--- src/rtl/alu_ctrl8.sv ---
// 8-bit ALU controller: one-cycle logic/add/sub operations plus an 8-step shift-add multiplier.
// Results are published only on the DONE transition and hold until the next completion.
module alu_ctrl8 #(
    parameter logic MUL_EN = 1'b1
) (
    input  logic        clk,
    input  logic        rst,
    input  logic        start,
    input  logic [2:0]  op,
    input  logic [7:0]  a,
    input  logic [7:0]  b,
    output logic        busy,
    output logic        done,
    output logic [15:0] result,
    output logic        cout,
    output logic        zero,
    output logic        err
);
    localparam logic [1:0] IDLE     = 2'd0;
    localparam logic [1:0] EXEC     = 2'd1;
    localparam logic [1:0] MUL_LOOP = 2'd2;
    localparam logic [1:0] DONE     = 2'd3;

    localparam logic [2:0] OP_AND = 3'b000;
    localparam logic [2:0] OP_OR  = 3'b001;
    localparam logic [2:0] OP_XOR = 3'b010;
    localparam logic [2:0] OP_NOT = 3'b011;
    localparam logic [2:0] OP_ADD = 3'b100;
    localparam logic [2:0] OP_SUB = 3'b101;
    localparam logic [2:0] OP_MUL = 3'b110;
    localparam logic [2:0] OP_ILL = 3'b111;

    // Returns {carry, value}; SUB carry is the no-borrow flag of a + ~b + 1.
    function automatic logic [8:0] alu_eval(input logic [2:0] f_op, input logic [7:0] f_a,
                                            input logic [7:0] f_b);
        logic [8:0] r;
        r = 9'h000;
        case (f_op)
            OP_AND:  r = {1'b0, f_a & f_b};
            OP_OR:   r = {1'b0, f_a | f_b};
            OP_XOR:  r = {1'b0, f_a ^ f_b};
            OP_NOT:  r = {1'b0, ~f_a};
            OP_ADD:  r = {1'b0, f_a} + {1'b0, f_b};
            OP_SUB:  r = {1'b0, f_a} + {1'b0, ~f_b} + 9'd1;
            default: r = 9'h000;
        endcase
        return r;
    endfunction

    function automatic logic op_legal(input logic [2:0] f_op);
        logic ok;
        if (f_op == OP_ILL) begin
            ok = 1'b0;
        end else if (f_op == OP_MUL) begin
            ok = MUL_EN;
        end else begin
            ok = 1'b1;
        end
        return ok;
    endfunction

    logic [1:0]  state_q, state_d;
    logic [2:0]  op_q, op_d;
    logic [7:0]  a_q, a_d, b_q, b_d, mplr_q, mplr_d;
    logic [15:0] prod_q, prod_d, result_q, result_d;
    logic [2:0]  cnt_q, cnt_d;
    logic        cout_q, cout_d, zero_q, zero_d, err_q, err_d, busy_q, busy_d, done_q, done_d;
    logic [8:0]  mul_sum_s, alu_s;
    logic [15:0] mul_prod_s;

    // Datapath helpers: one shift-add step and the single-cycle ALU value.
    always_comb begin
        mul_sum_s  = {1'b0, prod_q[15:8]} + (mplr_q[0] ? {1'b0, a_q} : 9'h000);
        mul_prod_s = {mul_sum_s, prod_q[7:1]};
        alu_s      = alu_eval(op_q, a_q, b_q);
    end

    // Next-state and next-output logic for the controller FSM.
    always_comb begin
        state_d  = state_q;
        op_d     = op_q;
        a_d      = a_q;
        b_d      = b_q;
        mplr_d   = mplr_q;
        prod_d   = prod_q;
        cnt_d    = cnt_q;
        result_d = result_q;
        cout_d   = cout_q;
        zero_d   = zero_q;
        err_d    = err_q;
        case (state_q)
            IDLE: begin
                if (start) begin
                    op_d    = op;
                    a_d     = a;
                    b_d     = b;
                    state_d = EXEC;
                end else begin
                    state_d = IDLE;
                end
            end
            EXEC: begin
                if (!op_legal(op_q)) begin
                    result_d = 16'h0000;
                    cout_d   = 1'b0;
                    zero_d   = 1'b1;
                    err_d    = 1'b1;
                    state_d  = DONE;
                end else if (op_q == OP_MUL) begin
                    prod_d  = 16'h0000;
                    cnt_d   = 3'd0;
                    mplr_d  = b_q;
                    state_d = MUL_LOOP;
                end else begin
                    result_d = {8'h00, alu_s[7:0]};
                    cout_d   = alu_s[8];
                    zero_d   = (alu_s[7:0] == 8'h00);
                    err_d    = 1'b0;
                    state_d  = DONE;
                end
            end
            MUL_LOOP: begin
                prod_d = mul_prod_s;
                mplr_d = {1'b0, mplr_q[7:1]};
                cnt_d  = cnt_q + 3'd1;
                // The eighth step publishes the freshly formed product directly.
                if (cnt_q == 3'd7) begin
                    result_d = mul_prod_s;
                    cout_d   = 1'b0;
                    zero_d   = (mul_prod_s == 16'h0000);
                    err_d    = 1'b0;
                    state_d  = DONE;
                end else begin
                    state_d = MUL_LOOP;
                end
            end
            DONE:    state_d = IDLE;
            default: state_d = IDLE;
        endcase
        busy_d = (state_d != IDLE);
        done_d = (state_d == DONE);
    end

    // State and output registers with synchronous reset.
    always_ff @(posedge clk) begin
        if (rst) begin
            state_q  <= IDLE;
            op_q     <= 3'b000;
            a_q      <= 8'h00;
            b_q      <= 8'h00;
            mplr_q   <= 8'h00;
            prod_q   <= 16'h0000;
            cnt_q    <= 3'd0;
            result_q <= 16'h0000;
            cout_q   <= 1'b0;
            zero_q   <= 1'b0;
            err_q    <= 1'b0;
            busy_q   <= 1'b0;
            done_q   <= 1'b0;
        end else begin
            state_q  <= state_d;
            op_q     <= op_d;
            a_q      <= a_d;
            b_q      <= b_d;
            mplr_q   <= mplr_d;
            prod_q   <= prod_d;
            cnt_q    <= cnt_d;
            result_q <= result_d;
            cout_q   <= cout_d;
            zero_q   <= zero_d;
            err_q    <= err_d;
            busy_q   <= busy_d;
            done_q   <= done_d;
        end
    end

    assign busy   = busy_q;
    assign done   = done_q;
    assign result = result_q;
    assign cout   = cout_q;
    assign zero   = zero_q;
    assign err    = err_q;

endmodule

--- config.mk ---
export PLATFORM = sky130hd
export DESIGN_NAME = alu_ctrl8
export DESIGN_NICKNAME = d
export VERILOG_FILES = /design/src/rtl/alu_ctrl8.sv
export SDC_FILE = /design/constraint.sdc
export NUM_CORES = 1
export LEC_CHECK = 0
export CAP_MARGIN = 20
export CORE_AREA = 5 5 104 106
export DETAILED_ROUTE_END_ITERATION = 8
export DIE_AREA = 0 0 109 111
export PLACE_DENSITY = 0.73
export SKIP_CTS_REPAIR_TIMING = 1
export SLEW_MARGIN = 20
export SYNTH_ARGS = -nofsm -noshare
export SYNTH_HDL_FRONTEND = slang
export SYNTH_SLANG_ARGS = --single-unit
--- constraint.sdc ---
create_clock -name clk -period 4.3 [get_ports clk]
set_input_delay 0.86 -clock clk [delete_from_list [all_inputs] [get_ports clk]]
set_output_delay 0.86 -clock clk [all_outputs]
set_load 0.01 [all_outputs]
## Yosys cells after proc, flatten, opt, wreduce, memory -nomap -nowiden

Cells that the tools add are included.
Widths: inputs -> output; s select.

- Mux-type cells: 33
- Bitwise gates (word level): 5
- Reductions and logical operators: 9
- Equal/unequal tests: 16
- Add/sub/neg operators: 5

Operators by type and width:

| operator | number |
|---|---|
| $mux 16 | 5 |
| $pmux 16 s2 | 2 |
| $pmux 9 s6 | 1 |
| $add 8x8->9 | 3 |
| $mux 8 | 3 |
| $logic_not 16->1 | 1 |
| $not 8->8 | 2 |
| $pmux 8 s2 | 1 |
| $eq 3x3->1 const B | 5 |
| $mux 1 | 14 |
| $add 9x1->9 const B | 1 |
| $and 8x8->8 | 1 |
| $logic_not 8->1 | 1 |
| $or 8x8->8 | 1 |
| $pmux 2 s4 | 1 |
| $xor 8x8->8 | 1 |
| $eq 2x2->1 const B | 3 |
| $eq 3x2->1 const B | 2 |
| $mux 3 | 2 |
| $ne 2x2->1 const B | 3 |
| $pmux 1 s2 | 3 |
| $pmux 3 s2 | 1 |
| $reduce_and 3->1 | 2 |
| $reduce_bool 2->1 | 2 |
| 7 further kinds | 7 |

- Logic and storage cells: 81
- Input port bits: 22
- Output and inout port bits: 21
- Register bits: 69

## Longest topological paths before layout

Gate-level depths: netlist of run 1.

- Depth after elaboration: 8
- Gate-level depth with buffers: 11
- Depth with buffers taken out: 11

## Worst setup path after synthesis of run 1

Ideal clock, no wire load.

- Path type: register to register
- Start point: reg mplr_q[0]
- End point: reg zero_q (netlist: zero)
- Path buffers: 0
- Cell stages (with the launch flop): 12
- Setup time: 59 ps
- Slack: 1705 ps
- Data required time: 4241 ps
- Arrival: 2536 ps
- Clock period less this slack: 2595 ps
- Cells stage by stage: dfxtp_1 > and2_1 > ha_1 > inv_1 > fa_1 > inv_1 > nor4b_1 > nand4b_1 > or3_1 > or4_1 > o21ai_1 > a32o_2

- Word-level cells in the longest chain between the ends: 5

Ends and longest elaborated chain:

| item | line | RTL |
|---|---|---|
| start: declaration | 64 | `logic [7:0] a_q, a_d, b_q, b_d, mplr_q, mplr_d;` |
| start signal: assignment | 165 | `mplr_q <= mplr_d;` |
| $mux 8 | 73 | `mul_sum_s = {1'b0, prod_q[15:8]} + (mplr_q[0] ? {1'b0, a_q} : 9'h000);` |
| $add 8x8->9 | 73 |  |
| $logic_not 16->1 | 130 | `zero_d = (mul_prod_s == 16'h0000);` |
| $mux 1 | 127 | `if (cnt_q == 3'd7) begin` |
| $pmux 1 s2 | 91 | `case (state_q)` |
| end signal: assignment | 170 | `zero_q <= zero_d;` |
| end: declaration | 67 | `logic cout_q, cout_d, zero_q, zero_d, err_q, err_d, busy_q, busy_d, done_q, done_d;` |

Every way passes these cells. The select of a mux whose other input is x is not followed.
A chain may end at the register's enable or synchronous reset.

## Worst setup path after layout of run 1

Ends and elaborated chain as after synthesis.

==> results of run 1 <==
[stage by stage]
| stage | instances | util (%) |
|---|---|---|
| after floorplan | 535 | - |
| after global placement | 681 | 49.0 |
| after detailed placement | 681 | 49.0 |
| after CTS | 697 | 51.3 |
| after global routing | 697 | 51.3 |
| final | 697 | 51.3 |
[worst max-delay path, cell delays in order, from the launching register on]
cell and delay [ns]:
dfxtp_1 0.43, and2_1 0.17, ha_1 0.18, inv_1 0.06, fa_1 0.54, inv_1 0.07, nor4b_1 0.24, nand4b_1 0.14
or3_1 0.39, or4_1 0.44, o21ai_1 0.18, a32o_2 0.14
[flip-flops by register name, summed over array words and instances, names as in the netlist]
name / count
zero: 1
cout: 1
op_q: 3
busy: 1
a_q: 8
cnt_q: 3
state_q: 2
err: 1
result: 16
b_q: 8
done: 1
prod_q: 15
mplr_q: 8
[layout by cell type, fill, tap and decap left out, types with 3 or more instances in the layout]
cell,instances
o22ai_1,3
a22oi_1,11
nand2_1,66
a211oi_1,12
and2_1,11
a21o_1,3
nor2_1,50
nor3_1,15
mux2i_1,18
o41ai_1,3
and3_1,3
buf_4,4
inv_1,33
a31oi_1,3
nor4_1,6
dfxtp_1,68
nor2b_1,4
xnor2_1,7
o21ai_0,12
a21oi_1,58
nand3_1,17
a221oi_1,6
fa_1,3
nand2b_1,6
mux2_2,3
clkdlybuf4s50_1,41
mux4_2,3
ha_1,38
clkbuf_8,9
[final timing paths]
kind / startpoint / endpoint / slack [ns] / cells past startpoint
worst max-delay path: mplr_q[0] / zero / 1.28 / 11
worst min-delay path: result[15] / result[15] / 0.46 / 2
worst max register to register: mplr_q[0] / zero / 1.28 / 11
worst min register to register: result[15] / result[15] / 0.46 / 2
[power groups by stage]
stage	registers, mW	clock network [mW]	logic (mW)
CTS	0.732	0.601	0.487
finish	0.732	0.590	0.491
floorplan	0.734	0	0.333
global placement	0.744	0	0.475
detailed placement	0.746	0	0.484
global route	0.742	0.625	0.544
[logic make-up (layout without fill, tap and decap cells)]
logic type,after synthesis,count (layout),synth area share [%]
simple gates,192,192,20.9
compound gates,135,135,20.2
buf+inv,67,96,6.16
mux,24,24,6.60
xor+xnor,8,8,1.64
fa+ha+maj,41,41,12.6
flops,68,68,31.9
[per-layer routing]
layer / global-route usage (%) / wire (µm)
met1: 27.4 / 5150
met5: 0 / 0
met2: 29.0 / 5050
met3: 3.49 / 792
met4: 5.64 / 216
[cell type report]
class                           count  area share (%)
Timing Repair Buffer               46            8.97
Tap cell                          133            3.35
Inverter                           34            2.57
Clock buffer                        9            2.50
Multi-Input combinational cell    400            53.2
Clock inverter                      7            1.99
Sequential cell                    68            27.4
==> results by group, run 1 <==
Timing
  • Period utilization: 70.2%
  • Final TNS setup: 0 ns
  • Worst-case clock skew: ~0.0081 ns
  • Number of failing hold endpoints at the final stage: 0
  • Max Clk Rate: 331 MHz
  • Worst setup margin: 1.28 ns
  • RSZ-0062 raised after global routing: no
  • Final-report setup violation count: 0
  • Slew @ Worst Pin: 0.963 ns
  • WHS: 0.459 ns
  • Min Tclk post-route: 3.02 ns
  • Slew Limit Fails: 0
  • Max_slew headroom: roughly 36%

Pwr
  • Internal power: between 1 and 1.5 mW
  • Pleak: around 1.9 nW
  • Maximum VDD drop: about 0.2 mV
  • Power share of the combinational group: 27.1%
  • PD cells: 365 nW/µm²
  • Sw frac: approximately 33%
  • Clock Power Share: 32.5%
  • Seq pwr share: 40.4%
  • Net Sw Power: 0.604 mW
  • Tot Pwr: around 1.8 mW

CTS
  • Reg clk slew, reported paths: 0.08 ns
  • # clock sinks: just under 70
  • Clock root cell: clkbuf_8
  • Htree depth: 3
  • Clk Latency, worst-skew pair: 0.34 ns
  • Num CTS Buffers: 9
  • TritonCTS clock tree: done
  • Clock Path Buffers: 2

Drt
  • Drt wl/cell: approximately 16 µm
  • Final WL: 11.2 mm
  • # DRC: 0
  • Final ANT Viol Nets: 0
  • Initial DRC Count: between 200 and 300
  • Via/cell ratio: 5.68
  • 1st-pass router iterations: 6
  • Vias: 3,961

Worst setup path
  • CP Launch Type: flip-flop
  • CP Data Required Time: 4.59 ns
  • WP data arrival: 3.31 ns
  • Critical path fanouts, max: 9
  • Worst setup path category: flip-flop to flip-flop
  • Crit. End Element: flip-flop

Run
  • Max-cap viol count: 0

Final layout
  • Final net count: 622
  • Register Area: 1360 µm²
  • Final instance area: 4960 µm²
  • Multi-input gate area: 2640 µm²
  • Fillers: between 900 and 1,000
  • Antenna diodes: 0
  • Layout area overhead: 16.4%
  • Layout cell share with drive strength beyond 1: approximately 5.7%

Synthesis
  • Most frequent cell after synthesis: dfxtp_1
  • Synth area leader: dfxtp_1
  • Async set-reset flop share out of synthesis: 0%
  • Synth area leaders: dfxtp_1 (32%), ha_1 (11%), a21oi_1 (6.8%)
  • Syn avg cell area: 7.97 µm²
  • Post-Syn Instances: 535
  • Synth Flop Type: dfxtp_1
  • Synthesized cell area: ~4300 µm²
  • Seq cells post-synth: 68
  • Netlist cell types: 59
  • Synth cell count leaders: dfxtp_1 (68), nand2_1 (66), a21oi_1 (58), nor2_1 (50), ha_1 (38)
  • Net Count, Synth: roughly 600
  • Yosys warns: 0
  • Yosys top cell area share: roughly a third
  • EDFF count, synth: 0
  • Sequential share of the synthesized area: 31.9%

Floorplanning
  • Width of the die: around 110 µm
  • IO Pins: 43
  • Num rows: 36
  • Initial Utilization: 44.0%
  • Core Box Area: 9680 µm²
  • Die H: around 110 µm
  • Die area: 12,100 µm²

Global routing
  • Initial antenna violation count: 0
  • Gr ovfl total: 0
  • First-pass GRT wire length: 18.8 mm
  • Largest net degree at the start of global routing: 39
  • All-Layer GR Usage: 19.1%
  • Vias in the first global route: 3,783

Place
  • Dpl hpwl: ~8.3 mm
  • Post-Place Setup Slack: 1.35 ns
  • Final GP Congestion: 0.910
  • Area after DPL: about 4700 µm²
  • PortBufs: 42

Status
  • Status: finished clean

Hold path
  • Worst Hold Class: flip-flop to flip-flop
Power figures use the tool's default switching activity.
==> run 2: changes to the inputs <==
- PLACE_DENSITY: 0.73 -> 0.76
- clock period: 4.3 -> 2.6 ns (I/O delays scaled with it)
==> results by group, run 2 (synthesized netlist as in run 1, its figures left out) <==
Pwr
  • PD cells: 571 nW/µm² (was 365 nW/µm²)
  • Tot Pwr: 3.07 mW (was 1.81 mW)
  • Maximum VDD drop: 0.291 mV (was 0.202 mV)
  • Pleak: 2.07 nW (was 1.86 nW)

Floorplanning
  • Die area: 12,100 µm² (unchanged)
  • IO Pins: 43 (unchanged)
  • Width of the die: 109 µm (unchanged)
  • Initial Utilization: 44.0% (unchanged)
  • Die H: 111 µm (unchanged)
  • Num rows: 36 (unchanged)
  • Core Box Area: 9680 µm² (unchanged)

Final layout
  • Max reg flops: 16 (unchanged)
  • Finished Layout Cells: 736 (was 697)
  • Most frequent cells in the layout: nand2_1 (66), dfxtp_1 (64), a21oi_1 (56), nor2_1 (50), buf_4 (43) (was dfxtp_1 (68), nand2_1 (66), a21oi_1 (58), nor2_1 (50), clkdlybuf4s50_1 (41))
  • Layout cell share with drive strength beyond 1: 16.3% (was 5.67%)
  • Layout area overhead: 26.0% (was 16.4%)
  • Antenna diodes: 0 (unchanged)
  • Most common cell after layout, fill and taps aside: nand2_1 (was dfxtp_1)
  • Final net count: 661 (was 622)

Worst setup path
  • Worst setup path category: flip-flop to flip-flop (unchanged)
  • Critical path fanouts, max: 2 (was 9)
  • Top cell by count, worst path: inv_2 (was inv_1)
  • CP max stage delay: 0.54 ns (about the same)
  • R2r endpoint: zero (unchanged)
  • WP data arrival: 2.95 ns (was 3.31 ns)
  • Worst reg2reg setup slack: -0.05 ns (was 1.28 ns)
  • Reg2reg start: a_q[0] (was mplr_q[0])
  • CP Data Required Time: 2.90 ns (was 4.59 ns)
  • CP Cell Sequence: and2_4 -> ha_4 -> inv_2 -> fa_2 -> inv_2 -> nor4b_2 -> nand4b_1 -> or3_1 -> or4_4 -> o21ai_2 -> a32o_2 (was and2_1 -> ha_1 -> inv_1 -> fa_1 -> inv_1 -> nor4b_1 -> nand4b_1 -> or3_1 -> or4_1 -> o21ai_1 -> a32o_2)
  • CP Launch Type: flip-flop (unchanged)
  • Crit-path slowest cell: fa_2 (was fa_1)
  • Crit. End Element: flip-flop (unchanged)
  • R2R cell count: 11 (unchanged)

Hold path
  • Hold Path Depth: 2 (unchanged)
  • Hold Startpoint: result[14] (was result[15])
  • Worst Hold Class: flip-flop to flip-flop (unchanged)
  • End of the worst hold path: result[14] (was result[15])

Timing
  • Period utilization: 102% (was 70.2%)
  • Worst-case clock skew: 0.0111 ns (was 0.00811 ns)
  • Max_slew headroom: 52.5% (was 35.7%)
  • RSZ-0062 raised after global routing: yes (was no)
  • Worst setup margin: -0.0479 ns (was 1.28 ns)
  • Slew Limit Fails: 0 (unchanged)
  • Min Tclk post-route: 2.65 ns (was 3.02 ns)
  • Max Clk Rate: 378 MHz (was 331 MHz)
  • Final-report setup violation count: 1 (was 0)
  • Number of failing hold endpoints at the final stage: 0 (unchanged)
  • Final TNS setup: -0.0479 ns (was 0 ns)
  • Slew @ Worst Pin: 0.711 ns (was 0.963 ns)

Global routing
  • Initial antenna violation count: 0 (unchanged)
  • Gr ovfl total: 0 (unchanged)
  • Vias in the first global route: 4,170 (was 3,783)
  • Largest net degree at the start of global routing: 50 (was 39)
  • First-pass GRT wire length: 20.4 mm (was 18.8 mm)
  • All-Layer GR Usage: 20.9% (was 19.1%)

Drt
  • Vias: 4,158 (was 3,961)
  • Final ANT Viol Nets: 0 (unchanged)
  • Via/cell ratio: 5.65 (was 5.68)
  • Drt wl/cell: 17.0 µm (was 16.1 µm)
  • Initial DRC Count: 270 (was 299)
  • # DRC: 0 (unchanged)
  • 1st-pass router iterations: 6 (unchanged)
  • Final WL: 12.5 mm (was 11.2 mm)

Place
  • Cell total after placement: 720 (was 681)
  • Dpl hpwl: 9.10 mm (was 8.30 mm)
  • PortBufs: 42 (unchanged)
  • Final GP Congestion: 0.951 (was 0.910)

Status
  • Failing checks: setup timing
  • Status: complete, but fails checks (was finished clean)

Run
  • Max-cap viol count: 0 (unchanged)

CTS
  • Clk Latency, worst-skew pair: 0.36 ns (was 0.34 ns)
  • # clock sinks: 68 (unchanged)
  • Clock root cell: clkbuf_8 (unchanged)
  • TritonCTS clock tree: done (unchanged)
  • Htree depth: 3 (unchanged)
  • Num CTS Buffers: 9 (unchanged)
  • Reg clk slew, reported paths: 0.08 ns (about the same)
  • Clock Path Buffers: 2 (unchanged)
[run 2: critical path: cells and delay by family (launching register included)]
kind                       cells  cell delay [ns]
AOI/OAI and AO/OA              2             0.25
adders and majority gates      2             0.67
buffers and inverters          2             0.08
DFF                            1             0.34
and+or+nand+nor                5             1.27
[run 2: report_power, final]
| group | internal (mW) | leakage, nW | switching [mW] |
|---|---|---|---|
| sequential | 1.13 | 0.556 | 0.0667 |
| clock | 0.467 | 0.0983 | 0.431 |
| combinational | 0.427 | 1.42 | 0.554 |
[run 2: area by class of cell]
class                   count  area [µm²]
clock buffers              10         138
clock inverters             6        63.8
fillers                   868        4310
inverters                  34         128
multi-input cells         400        2770
flip-flops and latches     68        1370
well taps                 133         166
repair buffers             85         738
[run 2: how the worst max path moves through the flow]
| stage | start | endpoint | slack (ns) | cells past startpoint |
|---|---|---|---|---|
| 2_1_floorplan | mplr_q[0] | zero | 0.005 | 11 |
| 3_3_place_gp | a_q[1] | zero | -0.05 | 10 |
| 3_5_place_dp | a_q[0] | zero | -0.1 | 11 |
| 4_1_cts | a_q[0] | zero | -0.14 | 11 |
| 5_1_grt | a_q[0] | zero | -0.17 | 11 |
| 6_report | a_q[0] | zero | -0.05 | 11 |
[run 2: per-stage QoR]
step	utilization (%)	worst slack, ns	cell area, µm²	hold WS (ns)
2_1_floorplan	-	0.00515	4260	0.436
3_3_place_gp	52.0	-0.0518	5030	0.446
3_5_place_dp	52.0	-0.0953	5030	0.447
4_1_cts	54.1	-0.144	5240	0.456
5_1_grt	55.5	-0.174	5370	0.489
6_report	55.5	-0.0479	5370	0.456
[run 2: routing by layer]
| metal | vias up | global-route usage [%] | part of all wire [%] |
|---|---|---|---|
| met3 | 23 | 4.95 | 6.5 |
| met2 | 175 | 33.0 | 48 |
| met5 | - | 0 | 0 |
| met1 | 1946 | 27.7 | 44 |
| met4 | 0 | 7.24 | 1.8 |
| li1 | 2014 | - | - |
==> run 3: changes to the inputs <==
- CAP_MARGIN: 20 -> unset
==> results of run 3 <==
Same layout as run 2: the final DEF is identical, and so are final timing and power.
